File: src/rtl/shift_seq_ctrl.sv
// Sequencer for the one-hot shift datapath: one load strobe, CYCLES shift strobes, one done pulse.
// Optional HOLD state and pause input are built when SHIFT_SEQ_PAUSE_EN is defined.
module shift_seq_ctrl #(
  parameter  int WIDTH  = 8,
  parameter  int CYCLES = 18,
  localparam int POS_W  = $clog2(WIDTH)
) (
  input  logic             clk,
  input  logic             reset,
  input  logic             start,
  input  logic             abort,
  input  logic [1:0]       mode,
  input  logic             pause,
  output logic             load,
  output logic             shift_left,
  output logic             shift_right,
  output logic             dir,
  output logic [POS_W-1:0] pos,
  output logic [4:0]       step_cnt,
  output logic             busy,
  output logic             run_done
);

  typedef enum logic [2:0] {
    IDLE   = 3'd0,
    LOAD   = 3'd1,
    RUN    = 3'd2,
    HOLD   = 3'd3,
    FINISH = 3'd4
  } state_t;

  localparam logic [POS_W-1:0] POS_MAX   = POS_W'(WIDTH - 1);
  localparam logic [4:0]       LAST_STEP = 5'(CYCLES);

  state_t           state;
  logic [1:0]       mode_q;
  logic [POS_W-1:0] pos_nxt;
  logic [4:0]       step_nxt;
  logic             at_end;
  logic             bounce;

`ifndef SHIFT_SEQ_PAUSE_EN
  logic unused_pause;
  assign unused_pause = pause;
`endif

  assign bounce   = (mode_q == 2'b10);
  assign step_nxt = step_cnt + 5'd1;

  // Explicit wrap keeps the position correct for non-power-of-two widths.
  always_comb begin
    pos_nxt = pos;
    if (!dir) pos_nxt = (pos == POS_MAX) ? '0 : pos + 1'b1;
    else      pos_nxt = (pos == '0) ? POS_MAX : pos - 1'b1;
  end

  assign at_end = (!dir && pos_nxt == POS_MAX) || (dir && pos_nxt == '0);

  always_ff @(posedge clk) begin
    if (reset) begin
      state    <= IDLE;
      mode_q   <= 2'b00;
      dir      <= 1'b0;
      pos      <= '0;
      step_cnt <= 5'd0;
    end else if (abort && state != IDLE) begin
      state <= IDLE;
    end else begin
      case (state)
        IDLE: begin
          if (start) begin
            mode_q <= mode;
            state  <= LOAD;
          end
        end
        LOAD: begin
          step_cnt <= 5'd0;
          pos      <= '0;
          dir      <= (mode_q == 2'b01);
          state    <= RUN;
        end
        RUN: begin
          step_cnt <= step_nxt;
          pos      <= pos_nxt;
          if (bounce && at_end) dir <= ~dir;
          // The final step always finishes, so a late pause cannot add an extra strobe.
          if (step_nxt == LAST_STEP) state <= FINISH;
`ifdef SHIFT_SEQ_PAUSE_EN
          else if (pause)            state <= HOLD;
`endif
        end
`ifdef SHIFT_SEQ_PAUSE_EN
        HOLD: begin
          if (!pause) state <= RUN;
        end
`endif
        FINISH:  state <= IDLE;
        default: state <= IDLE;
      endcase
    end
  end

  assign load        = (state == LOAD);
  assign shift_left  = (state == RUN) && !dir;
  assign shift_right = (state == RUN) && dir;
  assign run_done    = (state == FINISH);
  assign busy        = (state != IDLE);

endmodule

File: config.mk
export PLATFORM = sky130hd
export DESIGN_NAME = shift_seq_ctrl
export DESIGN_NICKNAME = d
export VERILOG_FILES = /design/src/rtl/shift_seq_ctrl.sv
export SDC_FILE = /design/constraint.sdc
export NUM_CORES = 1
export LEC_CHECK = 0
export ABC_AREA = 1
export CELL_PAD_IN_SITES_DETAIL_PLACEMENT = 1
export CELL_PAD_IN_SITES_GLOBAL_PLACEMENT = 2
export CORE_MARGIN = 2
export CORE_UTILIZATION = 23
export DETAILED_ROUTE_END_ITERATION = 10
export GPL_ROUTABILITY_DRIVEN = 1
export GPL_TIMING_DRIVEN = 0
export PLACE_DENSITY_LB_ADDON = 0.1
export REMOVE_ABC_BUFFERS = 1
export SLEW_MARGIN = 15
export SYNTH_ARGS = -nofsm -noshare
export SYNTH_HDL_FRONTEND = slang
export SYNTH_SLANG_ARGS = --single-unit
export TNS_END_PERCENT = 30
File: constraint.sdc
create_clock -name clk -period 1.4 [get_ports clk]
set_input_delay 0.28 -clock clk [delete_from_list [all_inputs] [get_ports clk]]
set_output_delay 0.28 -clock clk [all_outputs]
set_load 0.05 [all_outputs]
Word-level counts from Yosys, hierarchy flattened
Cells that the tools add are included.
{ "word_totals": {"regBits": 14, "inputBits": 7, "output_inout_bits": 14, "elab_cells": 49} }
{ "op_classes": {"add_sub_neg": 3, "eq_ne": 11, "mux": 10, "bitwise": 2, "n_reduce_logical": 18} }
{ "ops": {"columns": ["op", "count"], "rows": [
  ["3-bit two-way mux", 5],
  ["5-bit one-hot mux with 2 select lines", 1],
  ["3-bit equality test, second input constant", 3],
  ["3-bit logical NOT", 3],
  ["3-bit one-hot mux with 3 select lines", 1],
  ["1-bit logical AND", 6],
  ["2-bit != test, second input constant", 3],
  ["3-bit one-hot mux with 2 select lines", 1],
  ["3-bit AND reduction", 2],
  ["5-bit by 1-bit adder with 5-bit output, second input constant", 1],
  ["5-bit equality test, second input constant", 1],
  ["2-bit AND reduction", 2],
  ["3-bit by 1-bit adder with 3-bit output, second input constant", 1],
  ["3-bit by 1-bit equality test with 1-bit output, second input constant", 1],
  ["3-bit by 2-bit equality test with 1-bit output, second input constant", 1],
  ["3-bit nonzero test", 1],
  ["3-bit by 1-bit subtractor with 3-bit output, second input constant", 1],
  ["2-bit by 1-bit equality test with 1-bit output, second input constant", 1],
  ["2-bit equality test, second input constant", 1],
  ["1-bit NOT", 2],
  ["1-bit one-hot mux with 2 select lines", 1],
  ["2-bit nonzero test", 1],
  ["2-bit OR reduction", 1],
  ["1-bit logical NOT", 1],
  ["2 further kinds", 2]
]} }

Longest topological paths before layout
{ "depth": {"ltp_word": 9, "mapped_depth": 13, "mapped_depth_nobuf": 13} }

Least setup slack after synthesis
Ideal clock, no wire load.
{ "synth_timing": {"kind": "register to register", "from": "register pos[0]", "to": "register dir", "setup_time_ns": 0.117, "arrival_ns": 1.731, "required_ns": 1.283, "setup_slack_ns": -0.448, "stages_incl_launch_ff": 10, "n_path_buf": 0, "synth_period_minus_slack_ns": 1.848, "cell_sequence": "dfxtp_1 ha_1 ha_1 or2_1 nand2_1 nand2_1 nand3_1 nand2_1 a21oi_1 nor2_1"} }
{ "synth_between": {"elab_chain_cells": 9, "elab_cells_between_ends": 15, "cone_classes": "add/sub (2); eq/ne (3); mux (3); reduce/logical (7)"} }
{ "synth_rtl": {"columns": ["element", "line", "rtl"], "rows": [
  ["from (decl)", "18", "output logic [POS_W-1:0] pos,"],
  ["from (signal assigned)", "84", "pos <= pos_nxt;"],
  ["3-bit by 1-bit adder with 3-bit output, or another cell as far along", "53", "if (!dir) pos_nxt = (pos == POS_MAX) ? '0 : pos + 1'b1;"],
  ["3-bit two-way mux (on tied branches)", "53, 54", null],
  ["3-bit two-way mux (*)", "53", null],
  ["3-bit equality test or 3-bit logical NOT (tied branches)", "57", "assign at_end = (!dir && pos_nxt == POS_MAX) || (dir && pos_nxt == '0);"],
  ["1-bit logical AND", "57", null],
  ["1-bit logical OR (*)", "57", null],
  ["1-bit logical AND (*)", "85", "if (bounce && at_end) dir <= ~dir;"],
  ["2-bit != test (no line) (*)", null, null],
  ["3-bit AND reduction (no line) (*)", null, null],
  ["to (signal assigned)", "79", "dir <= (mode_q == 2'b01);"],
  ["to (signal assigned)", "85", null],
  ["to (decl)", "17", "output logic dir,"]
]} }
Every way passes the cells marked *; elsewhere a longest branch is shown, timed or not.
A chain may end at the register's enable or synchronous reset.

Final worst setup path
{ "layout_timing": {"from": "register pos[0]", "to": "register pos[2]"} }
{ "layout_between": {"elab_chain_cells": 4, "elab_cells_between_ends": 8, "cone_classes": "add/sub (2); eq/ne (1); mux (4); reduce/logical (1)"} }
{ "layout_rtl": {"columns": ["element", "line", "rtl"], "rows": [
  ["3-bit by 1-bit adder with 3-bit output, or another cell as far along", "53", null],
  ["3-bit two-way mux (on tied branches)", "53, 54", null],
  ["3-bit two-way mux (*)", "53", null],
  ["3-bit one-hot mux with 2 select lines (*)", "69", "case (state)"]
]} }
Marks and branches as above.

==> qor.csv <==
metric,value,unit
wl_per_cell,12.82,um
yosys_warnings,0,
path_class,reg -> reg,
hold_start,mode_q[0],
ys_seq_elements,14,
numPortBuffers,19,
synth.distinct_cells,22,
finish.utilization,37.01,%
violations,setup timing,
power_density,834.5,mW/mm^2
seq_area_frac_synth,35.28,%
detailed_place_hpwl,1.557,mm
p_total,1.031,mW
grt_pass1_vias,845,
antenna_cells,0,
num_io_pins,21,
fin_hold_ws,0.4784,ns
synth.most_common_cell,nand2_1,
maxSlewHeadroom,75.57,%
ys_top_cells_by_count,"24 x nand2_1, 14 x dfxtp_1, 14 x inv_1",
clock_latency,0.29,ns
core,0.003337,mm^2
globalplace.congestion,0.6852,
cts_sinks,14,
reg2reg_depth,7,
final.min_clock_period,1.532,ns
die_x,62.78,um
drtIter0Drc,17,
cp_data_arrival_time,1.71,ns
cts_made_buffers,3,
crit_required,1.58,ns
setup_slack,-0.1316,ns
outcome,finished with violations,
cp-end-kind,register,
worstReg2RegStart,pos[0],
finClkSkew,0.006658,ns
grt-ovfl-total,0,
worstSetupStartpointType,register,
ir_worst_vdd,0.5483,mV
drt-pass1-iter-count,2,
cts.clk_slew.worst_paths,0.10,ns
finalCritPeriodShare,109.4,%
whs_path_depth,2,
synth_flop_cell,dfxtp_1,
cts-root-buf,clkbuf_4,
path_delay_family,flip-flops,
clock.fmax,652.9,MHz
critical_path.max_stage_delay,0.38,ns
synth_edf_count,0,
routed_wirelength,2.385,mm
rows,21,
critical_path.cell_chain,ha_4 -> ha_4 -> or2_4 -> buf_4 -> buf_4 -> nand3_1 -> a21oi_1,
antenna_found_initial,0,
path_buf_inv,2,
die_h,62.78,um
min_to,mode_q[0],
slowest_stage,dfxtp_4,
hold_class,reg -> reg,
fin_nets,154,
viasPerCell,4.301,
maxCapViolations,0,
vias,800,
startpoint,pos[0],
grt_first_pass_wirelength,3.884,mm
yosys-top-cells-area,"dfxtp_1 35%, nand2_1 11%, ha_1 9.4%",
r2r_setup_slack,-0.13,ns
die_area,0.003941,mm^2
drc,0,
yosysTopAreaCellShare,35.28,%
drive_gt1_share,45.00,%
area_growth,55.43,%
ant_nets,0,
syn_avg_cell_area,7.357,um^2
htree_num_levels,1,
hold_viol_final,0,
preCtsSetupSlack,-0.4004,ns
clockBufferDepth,2,
critPathMaxFanout,4,
syn-instance-count,108,
slew_viol_final,0,
synth_area_leader_cell,dfxtp_1,
timing.rr.end,pos[2],
grt_usage,12.56,%
setup_viol,4,
rsz0062_at_grt,yes,
cts_tree,built,
async_reset_ff_share,0,%
p_leak,0.5368,nW
start_util,23.81,%
grt_max_degree,9,
tightest_slew,0.3660,ns
netlist_area,794.5,um^2
==> state kept, by name, summed over array words and instances (netlist names) <==
signal,cells
step_cnt,5
mode_q,2
pos,3
dir,1
state,3
==> cells in the final DEF, fill, tap and decap left out, types with 5 or more instances in the layout <==
master,synthesis,routed
nand2_1,24,21
dfxtp_1,14,6
buf_2,0,7
inv_1,14,10
nor2_1,7,5
nand3_1,10,6
buf_4,0,11
dfxtp_2,0,6
a21oi_1,11,10
clkdlybuf4s50_1,0,5
==> cells by family (layout without fill, tap and decap cells) <==
family	count (synthesis)	in the layout	synth area share, %
buffers and inverters	16	48	8.503
DFF	14	14	35.28
xor gates and xnor gates	4	4	4.410
adders and majority gates	6	6	9.449
AOI/OAI and AO/OA	18	18	13.23
and+or+nand+nor	50	50	29.14
==> per-layer routing <==
metal  GRT usage [%]  routed length (um)
met5               0                   0
met1           15.25                1057
met3           3.964                  67
met2           21.64                1248
met4           2.778                  12
==> timing repair <==
item / in CTS / in global routing
gates resized for setup: 83 / 29
setup buffers: 4 / 6
pin swaps: 7 / 9
hold endpoints to repair: 0 / 0
hold buffers: 0 / 0
endpoints found under the setup margin: 15 / 15
==> worst max path at each step <==
stage,to,cells past startpoint
6_report,pos[2],7
5_1_grt,dir,10
4_1_cts,dir,9
3_5_place_dp,shift_left,4
3_3_place_gp,shift_left,4
2_1_floorplan,dir,9
==> worst min-delay path: stages (launching register included) <==
cell,delay [ns]
dfxtp_1,0.34
inv_1,0.05
a21oi_1,0.05
==> power by group <==
group          switching [mW]  internal, mW  total (mW)
logic                   0.176         0.105       0.281
clock network           0.150         0.158       0.308
registers              0.0260         0.415       0.442
==> per-stage QoR <==
stage	area, um^2	TNS [ns]	std cells
3_5_place_dp	1031	-3.105	172
2_1_floorplan	783.3	-2.250	107
6_report	1235	-0.2899	186
3_3_place_gp	1031	-3.015	172
5_1_grt	1235	-1.162	186
4_1_cts	1147	-0.3903	180
==> final cells by class <==
cell class | instances | area (um^2)
Clock buffer | 4 | 36.28
Fill cell | 423 | 2102
Inverter | 15 | 61.31
Multi-Input combinational cell | 78 | 550.5
Sequential cell | 14 | 295.3
Tap cell | 46 | 57.56
Timing Repair Buffer | 29 | 234.0
Note: power is estimated with default switching activity, not from simulation.
